===== config.mk =====
export PLATFORM = sky130hd
export DESIGN_NAME = cpu_intr_ctrl
export DESIGN_NICKNAME = d
export VERILOG_FILES = /design/src/rtl/cpu_intr_pkg.sv /design/src/rtl/intr_edge_latch.sv /design/src/rtl/cpu_intr_ctrl.sv
export SDC_FILE = /design/constraint.sdc
export NUM_CORES = 1
export LEC_CHECK = 0
export CORE_AREA = 2 2 48 50
export DETAILED_ROUTE_END_ITERATION = 16
export DIE_AREA = 0 0 50 52
export HOLD_SLACK_MARGIN = 0.1
export PLACE_DENSITY = 0.54
export SYNTH_ARGS = -nofsm -noshare
export SYNTH_HDL_FRONTEND = slang
export SYNTH_SLANG_ARGS = --single-unit

===== constraint.sdc =====
create_clock -name clk -period 2.29 [get_ports clk]
set_input_delay 0.687 -clock clk [delete_from_list [all_inputs] [get_ports clk]]
set_output_delay 0.687 -clock clk [all_outputs]
set_load 0.05 [all_outputs]

===== src/rtl/cpu_intr_pkg.sv =====
// Shared types and constants for the CPU interrupt sequencer.
package cpu_intr_pkg;

   typedef enum logic [1:0] {
      IDLE,
      TAKE,
      ISR,
      END
   } intr_state_e;

   typedef enum logic {
      SRC_EXT,
      SRC_TMR
   } intr_src_e;

   // mip bit positions of the two sources, for CSR-side consumers.
   localparam int MIP_MEIP_BIT = 11;
   localparam int MIP_MTIP_BIT = 7;

   // Choose the source to service when at least one is eligible.
   function automatic intr_src_e pick_src(input logic ext_first,
                                          input logic elig_ex,
                                          input logic elig_t);
      intr_src_e src;
      if (ext_first) begin
         src = elig_ex ? SRC_EXT : SRC_TMR;
      end else begin
         src = elig_t ? SRC_TMR : SRC_EXT;
      end
      return src;
   endfunction

endpackage


===== src/rtl/intr_edge_latch.sv =====
// Rising-edge detector feeding a sticky pending flag. A new edge in the
// same cycle as a clear keeps the flag set so the second request survives.
module intr_edge_latch (
   input  logic clk,
   input  logic rst,
   input  logic req_i,
   input  logic clr_i,
   output logic pend_o
);

   logic req_q;
   logic pend_q;
   logic pend_d;
   logic rise;

   assign rise   = req_i & ~req_q;
   assign pend_o = pend_q;

   // Next pending value: set wins over clear.
   always_comb begin
      pend_d = pend_q;
      if (clr_i) begin
         pend_d = 1'b0;
      end
      if (rise) begin
         pend_d = 1'b1;
      end
   end

   // Request history and pending flag registers.
   always_ff @(posedge clk) begin
      if (rst) begin
         req_q  <= 1'b0;
         pend_q <= 1'b0;
      end else begin
         req_q  <= req_i;
         pend_q <= pend_d;
      end
   end

endmodule


===== src/rtl/cpu_intr_ctrl.sv =====
// Interrupt sequencer between the IRQ sources and the CSR unit: captures
// request edges, gates them with the CSR enables, and issues the entry and
// MRET return pulses. No nesting: one ISR at a time.
module cpu_intr_ctrl
   import cpu_intr_pkg::*;
#(
   parameter bit          EXT_FIRST    = 1'b1,
   parameter int unsigned GUARD_CYCLES = 2
) (
   input  logic clk,
   input  logic rst,
   input  logic mie_in,
   input  logic meie_in,
   input  logic mtie_in,
   input  logic irq_ex_req,
   input  logic irq_t_req,
   input  logic mret_ex,
   input  logic stall_IF,
   output logic intr_ex,
   output logic intr_t,
   output logic intr_end_ex,
   output logic intr_end_t,
   output logic irq_ex_ack,
   output logic irq_t_ack,
   output logic wfi_wake,
   output logic spur_mret
);

   localparam logic [3:0] GUARD_INIT = 4'(GUARD_CYCLES);

   intr_state_e state_q, state_d;
   intr_src_e   src_q,   src_d;
   logic [3:0]  guard_q, guard_d;
   logic        spur_q,  spur_d;

   logic pend_ex, pend_t;
   logic clr_ex,  clr_t;
   logic elig_ex, elig_t;

   intr_edge_latch u_latch_ex (
      .clk    (clk),
      .rst    (rst),
      .req_i  (irq_ex_req),
      .clr_i  (clr_ex),
      .pend_o (pend_ex)
   );

   intr_edge_latch u_latch_t (
      .clk    (clk),
      .rst    (rst),
      .req_i  (irq_t_req),
      .clr_i  (clr_t),
      .pend_o (pend_t)
   );

   assign elig_ex   = pend_ex & meie_in;
   assign elig_t    = pend_t  & mtie_in;
   // Wake ignores the global enable so WFI ends even with MIE clear.
   assign wfi_wake  = elig_ex | elig_t;
   assign spur_mret = spur_q;

   // Next-state, guard countdown and pulse decode.
   always_comb begin
      state_d     = state_q;
      src_d       = src_q;
      guard_d     = guard_q;
      spur_d      = spur_q;
      clr_ex      = 1'b0;
      clr_t       = 1'b0;
      intr_ex     = 1'b0;
      intr_t      = 1'b0;
      intr_end_ex = 1'b0;
      intr_end_t  = 1'b0;
      irq_ex_ack  = 1'b0;
      irq_t_ack   = 1'b0;

      case (state_q)
         IDLE: begin
            if (guard_q != 4'd0) begin
               guard_d = guard_q - 4'd1;
            end
            if ((guard_q == 4'd0) && mie_in && (elig_ex || elig_t)) begin
               src_d   = pick_src(EXT_FIRST, elig_ex, elig_t);
               state_d = TAKE;
            end
            if (mret_ex && !stall_IF) begin
               spur_d = 1'b1;
            end
         end
         TAKE: begin
            // Decision is committed; enables are not re-sampled here.
            if (!stall_IF) begin
               if (src_q == SRC_EXT) begin
                  intr_ex    = 1'b1;
                  irq_ex_ack = 1'b1;
                  clr_ex     = 1'b1;
               end else begin
                  intr_t    = 1'b1;
                  irq_t_ack = 1'b1;
                  clr_t     = 1'b1;
               end
               state_d = ISR;
            end
         end
         ISR: begin
            if (mret_ex && !stall_IF) begin
               state_d = END;
            end
         end
         END: begin
            if (!stall_IF) begin
               if (src_q == SRC_EXT) begin
                  intr_end_ex = 1'b1;
               end else begin
                  intr_end_t = 1'b1;
               end
               guard_d = GUARD_INIT;
               state_d = IDLE;
            end
         end
         default: begin
            state_d = IDLE;
         end
      endcase
   end

   // State, source, guard and sticky spurious-MRET registers.
   always_ff @(posedge clk) begin
      if (rst) begin
         state_q <= IDLE;
         src_q   <= SRC_EXT;
         guard_q <= 4'd0;
         spur_q  <= 1'b0;
      end else begin
         state_q <= state_d;
         src_q   <= src_d;
         guard_q <= guard_d;
         spur_q  <= spur_d;
      end
   end

endmodule


==> flow_summary.toml, run 1 <==
[sta]
rsz0062_at_grt = "no"
worst_slack_ns = 0.05291
finalSetupViolCount = 0
relSlewSlack_pct = 66.79
tightestPinTransition_ns = 0.4966
clock.fmax_mhz = 447.0
slew_viol_final = 0
fin_crit_ns = 2.237
finalHoldViolations = 0
fin_skew_ns = 0.001016
period_share_pct = 97.69
holdWs_ns = 0.4895

[cells_and_area]
fin_nets = 117
final_cells = 129
diodes = 0
finalInstanceArea_um2 = 1013
syn2layout_area_growth_pct = 48.62
nFillCells = 193
drive_gt1_share_pct = 25.74

[critical_path]
critPathMaxStageDelay_ns = 0.42
critPathLaunchType = "input pin"
crit_required_ns = 1.60
worst-path-buf-inv = 2
crit_fanout = 2
end_kind = "primary output"
cp.arrival_ns = 1.55
rrSetupSlack_ns = 0.51
critPathKind = "in -> out"
worstPathCellList = "clkdlybuf4s50_1, a22o_1, buf_12"
crit_family = "buffers and inverters"
slowest_stage = "clkdlybuf4s50_1"

[yosys]
syn_avg_cell_area_um2 = 8.742
yosys_warnings = 0
syn_inst = 78
mappedNetlistNets = 93
ys_top_cells_by_area = "dfxtp_1 (35%), ha_1 (11%), inv_1 (6.1%)"
synth_area_um2 = 681.9
ys_types = 33
synth-seq-cells = 12
synth_top_area_share_pct = 35.23
synth_seq_area_share_pct = 35.23
synth_top_area_cell = "dfxtp_1"

[power_and_ir_drop]
intPower_mw = 0.6117
power_leakage_nw = 0.4418
pwr_density_cell_nw_per_um2 = 966.0
p_switching_mw = 0.3674
pwr-share-clk_pct = 17.5
power_mw = 0.9791
ir_worst_vdd_uv = 598.0
seqPwrFrac_pct = 30.0
swShare_pct = 37.52
pwr-share-comb_pct = 52.5

[die]
core_area_um2 = 2106
die-area_um2 = 2600
initial_utilization_pct = 32.38
die_h_um = 52
placementRows = 17
ios = 17
die_w_um = 50

[clocking]
clock_path_buffers = 2
clock_latency_ns = 0.27
cts-root-buf = "clkbuf_4"
clk_pin_slew_ns = 0.08
h-tree-depth = 1
cts_inserted_buffers = 3
holdBufCountCts = 0
cts_sinks = 12
ctsResizeCount = 2
cts_tree = "done"
cts_setup_buffers = 0

[placed_design]
post-dp-hpwl_mm = 1.160
numPortBuffers = 16
gp_congestion = 0.7628
dp_slack_ns = -0.1806
dp.cells = 125
place_area_um2 = 977.2

[run]
maxCapViolations = 0

[routing]
ant_nets = 0
wl_per_cell_um = 11.39
first_pass_iters = 4
viasPerCell = 4.628
routed_wl_mm = 1.469
drcViolationCount = 0
drtIter0Drc = 16
vias = 597

[global_route]
grt_pass1_vias = 582
antenna_found_initial = 0
grt_use_total_pct = 13.01
grt_pass1_wl_mm = 2.518
grt_overflow = 0
grt_max_degree = 14

[worst_hold_path]
hold_path_class = "reg -> reg"

[outcome]
status = "finished, final reports clean"
worst register-to-register path: cells and delay by family, from the launching register on:
family | cells | cell delay [ns]
AO/OA/AOI/OAI | 1 | 0.13
adder cells (fa/ha/maj) | 1 | 0.36
buffers and inverters | 1 | 0.10
flip-flops | 1 | 0.33
AND/OR/NAND/NOR | 3 | 0.80
registers in the layout (all words and copies together) (netlist names):
signal / flops
guard_q: 4
u_latch_t.req_q: 1
state_q: 2
src_q: 1
spur_mret: 1
u_latch_t.pend_o: 1
u_latch_ex.req_q: 1
u_latch_ex.pend_o: 1
area by class of cell:
cell class	instances	area [um^2]	share of cell area, %
well taps	28	35.03	3.457
repair buffers	23	281.5	27.78
inverters	11	41.29	4.074
flip-flops and latches	12	240.2	23.70
multi-input cells	51	379.1	37.41
clock buffers	4	36.28	3.580
per-stage QoR:
step | setup TNS [ns] | util (%)
6_report | 0 | 48.13
3_3_place_gp | -0.7592 | 46.41
4_1_cts | 0 | 48.13
2_1_floorplan | 0 | -
5_1_grt | 0 | 48.13
3_5_place_dp | -0.8377 | 46.41
logic make-up after synthesis:
group	after synthesis	synth area share (%)
buffers and inverters	15	11.01
muxes	2	2.936
adders and majority gates	6	11.01
DFF	12	35.23
AOI/OAI and AO/OA	13	13.21
and+or+nand+nor	30	26.61
worst paths after layout:
path                                               from                       to  cells past startpoint
worst max-delay path                            meie_in                 wfi_wake                      3
worst min-delay path             spur_mret$_SDFFE_PP0P_   spur_mret$_SDFFE_PP0P_                      2
worst max register to register  state_q[0]$_SDFFE_PP0P_  guard_q[3]$_SDFFE_PP0P_                      6
worst min register to register   spur_mret$_SDFFE_PP0P_   spur_mret$_SDFFE_PP0P_                      2
metal layers:
layer,part of all wire [%],track usage [%],vias to the layer above,routed length [um]
li1,-,-,313,-
met1,47,15.14,269,695
met2,47,22.15,13,687
met3,4.8,5.460,2,71
met4,0.88,2.778,0,13
met5,0,0,-,0
synth_stat cells, drive strengths merged:
cell / count
mux2i: 2
dfxtp: 12
a221oi: 1
nor2b: 2
nand3b: 1
o22ai: 2
o31ai: 1
nor3: 2
a21oi: 2
ha: 6
nor2: 9
a311oi: 1
or3: 1
nand4: 1
nand2b: 3
nor3b: 2
a211oi: 1
inv: 11
and2: 1
a22o: 1
a31oi: 2
o2bb2ai: 1
nand2: 2
or4: 2
buf: 4
o21ai: 1
and3: 2
nand3: 2
layout by cell type (no fill, tap or decap), types with 2 or more instances in the layout:
| master | instances |
|---|---|
| clkbuf_4 | 3 |
| dfxtp_1 | 12 |
| ha_1 | 6 |
| nand3_1 | 2 |
| and3_2 | 2 |
| nor2_1 | 9 |
| buf_12 | 7 |
| a31oi_1 | 2 |
| nor2b_1 | 2 |
| inv_1 | 11 |
| nand2b_1 | 2 |
| mux2i_1 | 2 |
| clkdlybuf4s50_1 | 8 |
| nor3_1 | 2 |
| nand2_1 | 2 |
| o22ai_1 | 2 |
| a21oi_1 | 2 |
| buf_4 | 7 |
power groups by stage:
stage | sequential, mW | clock [mW] | combinational, mW
detailed placement | 0.298 | 0 | 0.515
finish | 0.293 | 0.171 | 0.514
global placement | 0.296 | 0 | 0.508
global route | 0.300 | 0.187 | 0.564
floorplan | 0.297 | 0 | 0.360
CTS | 0.294 | 0.175 | 0.518
Power figures use the tool's default switching activity.
==> run 2: changes to the inputs <==
Settings changed: ABC_AREA from default to 1, DONT_BUFFER_PORTS from default to 1, PLACE_DENSITY 0.54 to 0.58.
==> run 2 against run 1 <==
Against the previous run:
- hold slack worse by 0.050 ns
- non-clock buffer count is 19 lower
- highest routed layer is now met3
- clock skew rose by 0.0046 ns
- global-route usage fell by 2.0 points
- largest cell class unchanged
- combinational power is 23% lower
- cell count grew 0.78%
- register-to-register slack improved by 0.39 ns
- routed wire length fell by 13%
- via count decreased by 2.0%
- clock power shrank 24%
- worst setup slack better by 0.13 ns
==> flow_summary.toml, run 2 <==
[outcome]
status = "finished, final reports clean"

[cells_and_area]
diodes = 0
largest_register_ffs = 4
syn2layout_area_growth_pct = 14.97
fin_nets = 119
multiInputGateArea_um2 = 374.1
nFillCells = 230
regMostFlops = "guard_q"
final_util_pct = 36.96
regArea_um2 = 240.2
mostFrequentLayoutCells = "nand2_1 (20), inv_1 (16), nor2_1 (14), dfxtp_1 (12), nand3_1 (7)"
largest_registers = "guard_q (4), state_q (2)"
final_common_cell = "nand2_1"
final_cells = 130
drive_gt1_share_pct = 12.75

[worst_hold_path]
min_from = "u_latch_ex.req_q$_SDFF_PP0_"
min_to = "u_latch_ex.pend_o$_SDFFE_PP0P_"
min_path_cells = 1
hold_path_class = "reg -> reg"

[die]
die-area_um2 = 2600
core_area_um2 = 2106
die_h_um = 52
placementRows = 17
initial_utilization_pct = 32.14
die_w_um = 50
ios = 17

[yosys]
mappedNetlistNets = 112
synth_top_area_share_pct = 35.49
postSynth.asyncResetShare_pct = 0
yosysMostFrequentCell = "nand2_1"
synth-seq-cells = 12
synthTopCellsByCount = "nand2_1 (20), inv_1 (16), nor2_1 (14), dfxtp_1 (12), nand3_1 (7)"
ys_types = 19
synth_seq_area_share_pct = 35.49
synth_edf_count = 0
ys.flop_type = "dfxtp_1"
syn_inst = 97
yosys_warnings = 0
ys_top_cells_by_area = "dfxtp_1 (35%), ha_1 (11%), nand2_1 (11%)"
synth_area_um2 = 676.9
synth_top_area_cell = "dfxtp_1"
syn_avg_cell_area_um2 = 6.978

[sta]
tightestPinTransition_ns = 0.5038
period_share_pct = 92.14
clock.fmax_mhz = 473.9
finalHoldViolations = 0
tns_ns = 0
finalSetupViolCount = 0
fin_skew_ns = 0.005599
fin_crit_ns = 2.110
relSlewSlack_pct = 66.37
slew_viol_final = 0
rsz0062_at_grt = "no"

[critical_path]
crit_required_ns = 1.60
cp.arrival_ns = 1.42
critPathKind = "reg -> out"
regToRegEndpoint = "u_latch_ex.pend_o$_SDFFE_PP0P_"
r2r_cells = 5
r2r-start = "state_q[1]$_SDFFE_PP0P_"
critPathLaunchType = "flop"
rrSetupSlack_ns = 0.90
end_kind = "primary output"
crit_fanout = 4

[global_route]
grt_overflow = 0
grtUsageMet1_pct = 14.26
antenna_found_initial = 0
grtUsageMet2_pct = 17.54
grt_pass1_wl_mm = 2.159
grt_pass1_vias = 546
global_route.peak_usage_layer = "met2"
use_met3_pct = 2.586
grt_use_total_pct = 10.98
grt_max_degree = 9

[clocking]
holdBufCountCts = 0
clock_path_buffers = 2
cts_tree = "done"
clock_latency_ns = 0.27
ctsResizeCount = 0
h-tree-depth = 1
cts_setup_buffers = 0
clk_pin_slew_ns = 0.08
cts-root-buf = "clkbuf_4"
cts_inserted_buffers = 3
cts_sinks = 12

[power_and_ir_drop]
pwr_density_cell_nw_per_um2 = 1063
intPower_mw = 0.4657
power_leakage_nw = 0.3879
seqPwrFrac_pct = 36.6
p_switching_mw = 0.3619
swShare_pct = 43.73
pwr-share-comb_pct = 47.7
pwr-share-clk_pct = 15.7
ir_worst_vdd_uv = 576.0

[placed_design]
gp_congestion = 0.7236
post-dp-hpwl_mm = 1.031
dp.cells = 127
numPortBuffers = 0

[routing]
vias = 585
routed_wl_mm = 1.277
drtIter0Drc = 8
ant_nets = 0
wl_per_cell_um = 9.823
first_pass_iters = 4
viasPerCell = 4.500
drcViolationCount = 0

[run]
maxCapViolations = 0
run 2: worst max path at each step:
stage	slack (ns)	endpoint	from
after global routing	0.07	intr_ex	state_q[1]$_SDFFE_PP0P_
final	0.18	intr_ex	state_q[1]$_SDFFE_PP0P_
after floorplan	-0.12	irq_ex_ack	stall_IF
after global placement	0.45	intr_ex	stall_IF
after CTS	0.15	intr_ex	state_q[1]$_SDFFE_PP0P_
after detailed placement	0.44	irq_t_ack	stall_IF
run 2: final cells by class:
type                    instances  share of cell area (%)
inverters                      17                   8.199
well taps                      28                   4.502
flip-flops and latches         12                   30.87
repair buffers                  4                   5.466
multi-input cells              66                   48.07
clock buffers                   3                   2.894
run 2: stage by stage:
stage / area, um^2 / power, mW / hold WS, ns / worst slack (ns)
2_1_floorplan: 686.9 / 0.6332 / 0.4108 / -0.1224
6_report: 778.2 / 0.8276 / 0.4390 / 0.1800
4_1_cts: 778.2 / 0.8395 / 0.4456 / 0.1534
5_1_grt: 778.2 / 0.9053 / 0.4583 / 0.07124
3_5_place_dp: 755.7 / 0.7059 / 0.4413 / 0.4393
3_3_place_gp: 755.7 / 0.6991 / 0.4329 / 0.4478
run 2: metal layers:
layer / vias up / part of all wire, % / wire length, um
met5: - / 0 / 0
met4: 0 / 0 / 0
met1: 260 / 49 / 630
met2: 11 / 45 / 575
li1: 314 / - / -
met3: 0 / 5.6 / 72
run 2: cells by family after synthesis:
family / after synthesis / synth area share [%]
AO/OA/AOI/OAI: 12 / 9.796
XOR/XNOR: 1 / 1.294
adder cells (fa/ha/maj): 6 / 11.09
buffers and inverters: 19 / 11.64
flip-flops: 12 / 35.49
AND/OR/NAND/NOR: 47 / 30.68
run 2: critical path, stage by stage (launching register included):
cell	delay [ns]
dfxtp_1	0.34
inv_1	0.09
ha_1	0.20
nor3b_4	0.20
buf_4	0.32
run 2: power by group through the flow:
stage	Clock, mW	Sequential [mW]	Combinational, mW
finish	0.130	0.303	0.395
global route	0.140	0.310	0.455
CTS	0.136	0.304	0.400
detailed placement	0	0.308	0.398
global placement	0	0.308	0.391
floorplan	0	0.300	0.334
